--- src/rtl/seq_divider_32.sv ---
// Sequential restoring divider, signed or unsigned, WIDTH-bit operands.
// One quotient bit is produced per cycle in RUN. FIX applies the signs,
// and DONE publishes registered results together with a one-cycle done pulse.
module seq_divider_32 #(
   parameter int WIDTH = 32
) (
   input  logic             clk,
   input  logic             rst,
   input  logic             start,
   input  logic             sgn,
   input  logic [WIDTH-1:0] A,
   input  logic [WIDTH-1:0] B,
   output logic             busy,
   output logic             done,
   output logic [WIDTH-1:0] Q,
   output logic [WIDTH-1:0] R,
   output logic             DZ,
   output logic             OF,
   output logic             ZF,
   output logic [1:0]       state_dbg
);

   localparam int CW = $clog2(WIDTH);
   localparam logic [WIDTH-1:0] MIN_V = {1'b1, {(WIDTH-1){1'b0}}};
   localparam logic [CW-1:0]    LAST_STEP = CW'(WIDTH - 1);

   typedef enum logic [1:0] {
      IDLE = 2'd0,
      RUN  = 2'd1,
      FIX  = 2'd2,
      DONE = 2'd3
   } state_t;

   state_t           state_q, state_d;
   logic [CW-1:0]    cnt_q, cnt_d;
   logic [WIDTH-1:0] rem_q, rem_d;     // partial remainder (raw A on divide-by-zero)
   logic [WIDTH-1:0] quo_q, quo_d;     // dividend shifting out, quotient shifting in
   logic [WIDTH-1:0] dvsr_q, dvsr_d;   // divisor magnitude
   logic             qneg_q, qneg_d;
   logic             rneg_q, rneg_d;
   logic             dz_q, dz_d;
   logic             of_q, of_d;
   logic [WIDTH-1:0] q_out_q, q_out_d;
   logic [WIDTH-1:0] r_out_q, r_out_d;
   logic             dz_out_q, dz_out_d;
   logic             of_out_q, of_out_d;
   logic             zf_out_q, zf_out_d;
   logic             done_q, done_d;

   logic [WIDTH-1:0] a_mag, b_mag;
   logic [WIDTH:0]   rem_sh, trial;

   // Operand magnitudes and the restoring trial subtraction at WIDTH+1 bits.
   // Negating the most-negative value yields 2^(WIDTH-1) read as unsigned.
   always_comb begin
      a_mag  = (sgn && A[WIDTH-1]) ? -A : A;
      b_mag  = (sgn && B[WIDTH-1]) ? -B : B;
      rem_sh = {rem_q, quo_q[WIDTH-1]};
      trial  = rem_sh - {1'b0, dvsr_q};
   end

   // Next-state and datapath updates for the IDLE/RUN/FIX/DONE sequence.
   always_comb begin
      state_d  = state_q;
      cnt_d    = cnt_q;
      rem_d    = rem_q;
      quo_d    = quo_q;
      dvsr_d   = dvsr_q;
      qneg_d   = qneg_q;
      rneg_d   = rneg_q;
      dz_d     = dz_q;
      of_d     = of_q;
      q_out_d  = q_out_q;
      r_out_d  = r_out_q;
      dz_out_d = dz_out_q;
      of_out_d = of_out_q;
      zf_out_d = zf_out_q;
      done_d   = 1'b0;
      case (state_q)
         IDLE: begin
            if (start) begin
               dz_d   = (B == '0);
               of_d   = sgn && (A == MIN_V) && (B == '1);
               qneg_d = sgn && (A[WIDTH-1] ^ B[WIDTH-1]);
               rneg_d = sgn && A[WIDTH-1];
               dvsr_d = b_mag;
               cnt_d  = '0;
               if (B == '0) begin
                  rem_d   = A;
                  quo_d   = '0;
                  state_d = DONE;
               end else begin
                  rem_d   = '0;
                  quo_d   = a_mag;
                  state_d = RUN;
               end
            end
         end
         RUN: begin
            if (!trial[WIDTH]) begin
               rem_d = trial[WIDTH-1:0];
               quo_d = {quo_q[WIDTH-2:0], 1'b1};
            end else begin
               rem_d = rem_sh[WIDTH-1:0];
               quo_d = {quo_q[WIDTH-2:0], 1'b0};
            end
            cnt_d = cnt_q + CW'(1);
            if (cnt_q == LAST_STEP) begin
               state_d = FIX;
            end
         end
         FIX: begin
            if (qneg_q) quo_d = -quo_q;
            if (rneg_q) rem_d = -rem_q;
            state_d = DONE;
         end
         DONE: begin
            q_out_d  = dz_q ? '1 : quo_q;
            r_out_d  = rem_q;
            dz_out_d = dz_q;
            of_out_d = of_q;
            zf_out_d = (q_out_d == '0);
            done_d   = 1'b1;
            state_d  = IDLE;
         end
         default: state_d = IDLE;
      endcase
   end

   // State and result registers; reset wins over everything else.
   always_ff @(posedge clk) begin
      if (rst) begin
         state_q  <= IDLE;
         cnt_q    <= '0;
         rem_q    <= '0;
         quo_q    <= '0;
         dvsr_q   <= '0;
         qneg_q   <= 1'b0;
         rneg_q   <= 1'b0;
         dz_q     <= 1'b0;
         of_q     <= 1'b0;
         q_out_q  <= '0;
         r_out_q  <= '0;
         dz_out_q <= 1'b0;
         of_out_q <= 1'b0;
         zf_out_q <= 1'b1;
         done_q   <= 1'b0;
      end else begin
         state_q  <= state_d;
         cnt_q    <= cnt_d;
         rem_q    <= rem_d;
         quo_q    <= quo_d;
         dvsr_q   <= dvsr_d;
         qneg_q   <= qneg_d;
         rneg_q   <= rneg_d;
         dz_q     <= dz_d;
         of_q     <= of_d;
         q_out_q  <= q_out_d;
         r_out_q  <= r_out_d;
         dz_out_q <= dz_out_d;
         of_out_q <= of_out_d;
         zf_out_q <= zf_out_d;
         done_q   <= done_d;
      end
   end

   assign busy      = (state_q != IDLE);
   assign done      = done_q;
   assign Q         = q_out_q;
   assign R         = r_out_q;
   assign DZ        = dz_out_q;
   assign OF        = of_out_q;
   assign ZF        = zf_out_q;
   assign state_dbg = state_q;

endmodule
--- config.mk ---
export PLATFORM = sky130hd
export DESIGN_NAME = seq_divider_32
export DESIGN_NICKNAME = d
export VERILOG_FILES = /design/src/rtl/seq_divider_32.sv
export SDC_FILE = /design/constraint.sdc
export NUM_CORES = 1
export LEC_CHECK = 0
export CORE_MARGIN = 2
export CORE_UTILIZATION = 50
export CTS_CLUSTER_SIZE = 16
export DETAILED_ROUTE_END_ITERATION = 8
export GPL_TIMING_DRIVEN = 0
export MAX_ROUTING_LAYER = met4
export PLACE_DENSITY = 0.72
export SYNTH_ARGS = -nofsm -noshare
export SYNTH_HDL_FRONTEND = slang
export SYNTH_SLANG_ARGS = --single-unit
--- constraint.sdc ---
create_clock -name clk -period 4.8 [get_ports clk]
set_clock_uncertainty 0.1 [all_clocks]
set_input_delay 1.2 -clock clk [delete_from_list [all_inputs] [get_ports clk]]
set_output_delay 1.2 -clock clk [all_outputs]
set_load 0.02 [all_outputs]
==> summary.md, run 1 <==
| Metric | Value |
|---|---|
| Post-CTS Hold Buffers | `0` |
| Via count | `14593` |
| Tcrit/Tclk final | `0.939` |
| Syn Nets | `1820` |
| Initial Util | `0.507` |
| Type of origin of the critical path | `input pin` |
| Avg WL per Cell | `24.4 um` |
| Synth warn | `0` |
| Sequential area share after synthesis | `0.275` |
| Arrival @ worst endpoint | `4.82 ns` |
| Critical path type | `in2reg` |
| Register clock-pin slew on the reported worst setup and hold paths | `0.09 ns` |
| Rows | `58` |
| DIE AREA | `26700 um^2` |
| Status | `complete, no violations` |
| RSZ-0062 raised after global routing | `false` |
| Yosys reg bits | `175` |
| Width of the die | `164 um` |
| Number of distinct library cells after synthesis | `89` |
| Clk sink count | `175` |
| Final worst setup slack | `0.292 ns` |
| Fin nets | `1977` |
| CTS tree | `yes` |
| Finished Layout Cells | `2209` |
| HP Class | `reg2reg` |
| # Max-Cap Violations | `0` |
| CP max FO | `10` |
| Critical Path End Type | `register` |
| Max-slew violations | `0` |
| Post-CTS setup buffer count | `0` |
| DP HPWL | `41900 um` |
| Fraction of layout cells with a size suffix above 1 | `0.0431` |
| Maximum clock frequency | `0.222 GHz` |
| Area of the mapped netlist | `12700 um^2` |
| 1st-iter DRT viols | `1869` |
| Area growth syn-to-layout | `19.1%` |
| Core Area | `25100 um^2` |
| Gr usage total | `0.409` |
| Largest stage delay, worst path | `0.65 ns` |
| Initial antenna violation count | `1` |
| GPL Wtd Cong | `1.05` |
| CP cell instances | `clkdlybuf4s50_1 -> or4_1 -> nor4_1 -> and3_1 -> buf_2 -> clkbuf_1 -> a31oi_1 -> nor2_1 -> nand3_1 -> mux2i_1 -> a21o_1` |
| Core Util, Final | `0.603` |
| Antenna Violating Nets Remaining | `0` |
| First-pass GRT wire length | `80000 um` |
| Worst slew pin tran | `1.27 ns` |
| Clock Tree Buf Depth | `2` |
| Worst vdd ir | `0.290 mV` |
| Max stage delay cell, worst path | `or4_1` |
| WL final | `54000 um` |
| P per Cell Area | `673 nW/um^2` |
| Vias in the first global route | `13151` |
| Io pins | `139` |
| Place WS | `-0.0114 ns` |
| Htree depth | `4` |
| Async set or reset register ratio after synthesis | `0` |
| Largest net degree at the start of global routing | `22` |
| Vert. Die Dim | `164 um` |
| Slew headroom | `0.133` |
| Setup TNS | `0 ns` |
| Clock latency at the later pin of the worst-skew pair | `0.46 ns` |
| Drt first pass iters | `8` |
| Leakage | `5.57 nW` |
| Cts repair resizes | `0` |
| Drc violations | `0` |
| Final Setup Violations | `0` |
| Post-Syn Instances | `1708` |
| Via density per instance | `6.61` |
| Required time of the critical path | `5.11 ns` |
| Clk root buf | `clkbuf_16` |
| Hold_ws | `0.360 ns` |
| CP top delay family | `simple AND/OR/NAND/NOR gates` |
| Cell count after placement | `2175` |
| IO Port Bufs | `137` |
| Final min period | `4.51 ns` |
| Avg Cell Area, Syn | `7.45 um^2` |
| CP Buf/Inv Count | `3` |
| Number of CTS-inserted buffers | `17` |
| Main synth FF type | `dfxtp_1` |
| Remaining Overflow, GRT | `0` |
| Final hold violations | `0` |
| Number of synthesized flops with an enable pin | `0` |
==> cell usage after synthesis, types with 5 or more instances <==
cell         n  area [um^2]
a211o_1      6         52.6
a211oi_1    65          488
a21o_1      29          218
a21oi_1    113          566
a221oi_1    12          105
a22o_1      11         96.3
a22oi_1     12         90.1
a2bb2oi_1    5         43.8
a311oi_1     6         52.6
a31oi_1     31          194
a32oi_1      5         43.8
and2_1       7         43.8
and3_1      14         87.6
and4_1       5         43.8
buf_1        6         22.5
buf_2        8         40.0
clkbuf_1   107          402
dfxtp_1    175         3500
ha_1        43          538
inv_1       69          259
mux2i_1     59          591
nand2_1    108          405
nand2b_1    16          100
nand3_1     59          295
nand3b_1     5         37.5
nand4_1     36          225
nor2_1     207          777
nor2b_1      6         37.5
nor3_1      57          285
nor4_1      20          125
o211a_1      5         50.1
o211ai_1    11         82.6
o21ai_0    128          641
o22ai_1     24          150
o311ai_0     7         61.3
o31ai_1     25          188
or2_2        5         31.3
or3_1       21          131
or4_1        8         60.1
xnor2_1     55          482
xor2_1      36          315
==> worst register-to-register path, stage by stage, from the launching register on <==
cell and delay, ns:
dfxtp_1 0.51, inv_1 0.08, ha_1 0.24, fa_1 0.40, nor2b_1 0.21, o31ai_1 0.16, a211oi_1 0.41, o31a_1 0.34
a211o_1 0.22, o211ai_2 0.21, a2111oi_0 1.04, a31o_2 0.28
==> layout make-up <==
class,count,area (um^2)
antenna,1,2.50
buffer,127,517
clock buffer,17,425
clock inverter,15,203
fill,2410,9960
inverter,70,263
multi-input combinational,1336,8450
sequential,175,3500
tap,330,413
timing repair buffer,138,1380
==> registers in the layout, summed over array words and instances (netlist names), 2 cells and up <==
register and cells:
Q 32, R 32, cnt_q 5, dvsr_q 32, quo_q 32, rem_q 32
state_dbg 2
==> metal layers <==
layer / GRT usage / vias up / share of wire
met1: 0.547 / 6904 / 0.43
met2: 0.593 / 925 / 0.42
li1: - / 6597 / -
met4: 0.161 / 0 / 0.042
met5: - / - / 0
met3: 0.0970 / 167 / 0.12
==> power by group <==
group | leakage [nW] | internal [W] | switching (W) | total (W)
clock | 0.299 | 0.000722 | 0.000790 | 0.00151
sequential | 1.43 | 0.00179 | 0.000454 | 0.00224
combinational | 3.84 | 0.00218 | 0.00425 | 0.00644
total | 5.57 | 0.00470 | 0.00550 | 0.0102
==> stage by stage <==
step / area [um^2] / total power [W]
finish: 15200 / 0.0102
global route: 15200 / 0.0107
CTS: 15100 / 0.00990
detailed placement: 14500 / 0.00838
global placement: 14500 / 0.00833
floorplan: 12700 / 0.00625
==> path summary, 6_finish.rpt <==
kind | startpoint | end | slack [ns] | depth (start not counted)
worst min-delay path | dvsr_q[31] | dvsr_q[31] | 0.36 | 2
worst max register to register | quo_q[31] | rem_q[26] | 0.53 | 11
worst max-delay path | B[15] | rem_q[9] | 0.29 | 11
worst min register to register | dvsr_q[31] | dvsr_q[31] | 0.36 | 2
==> cell usage in the layout, fill, tap and decap left out, types with 57 or more instances in the layout <==
master / n
o21ai_0: 128
mux2i_1: 59
a211oi_1: 65
clkdlybuf4s50_1: 137
a21oi_1: 113
inv_1: 69
dfxtp_1: 175
nor3_1: 57
clkbuf_1: 107
nand2_1: 108
nand3_1: 59
nor2_1: 207
==> kinds of logic after synthesis <==
logic type	share of synthesized area
AO/OA/AOI/OAI	0.275
XOR/XNOR	0.0626
flip-flops	0.275
multiplexers	0.0491
AND/OR/NAND/NOR	0.233
adder cells (fa/ha/maj)	0.0438
buffers and inverters	0.0612
Power figures use the tool's default switching activity.
==> inputs of run 2 (changes only) <==
==> constraint.sdc (replaced) <==
create_clock -name clk -period 5.3 [get_ports clk]
set_clock_uncertainty 0.1 [all_clocks]
set_input_delay 1.325 -clock clk [delete_from_list [all_inputs] [get_ports clk]]
set_output_delay 1.325 -clock clk [all_outputs]
set_load 0.02 [all_outputs]
==> results of run 2 <==
Same layout as run 1 (identical final DEF). Status: complete, no violations.
Main changes from that run: setup slack after placement -0.0114 ns -> 0.364 ns; setup slack after layout 0.292 ns -> 0.667 ns; register-to-register setup slack 0.53 ns -> 1.03 ns; total power 0.0102 W -> 0.00923 W; worst IR drop on VDD 0.290 mV -> 0.262 mV
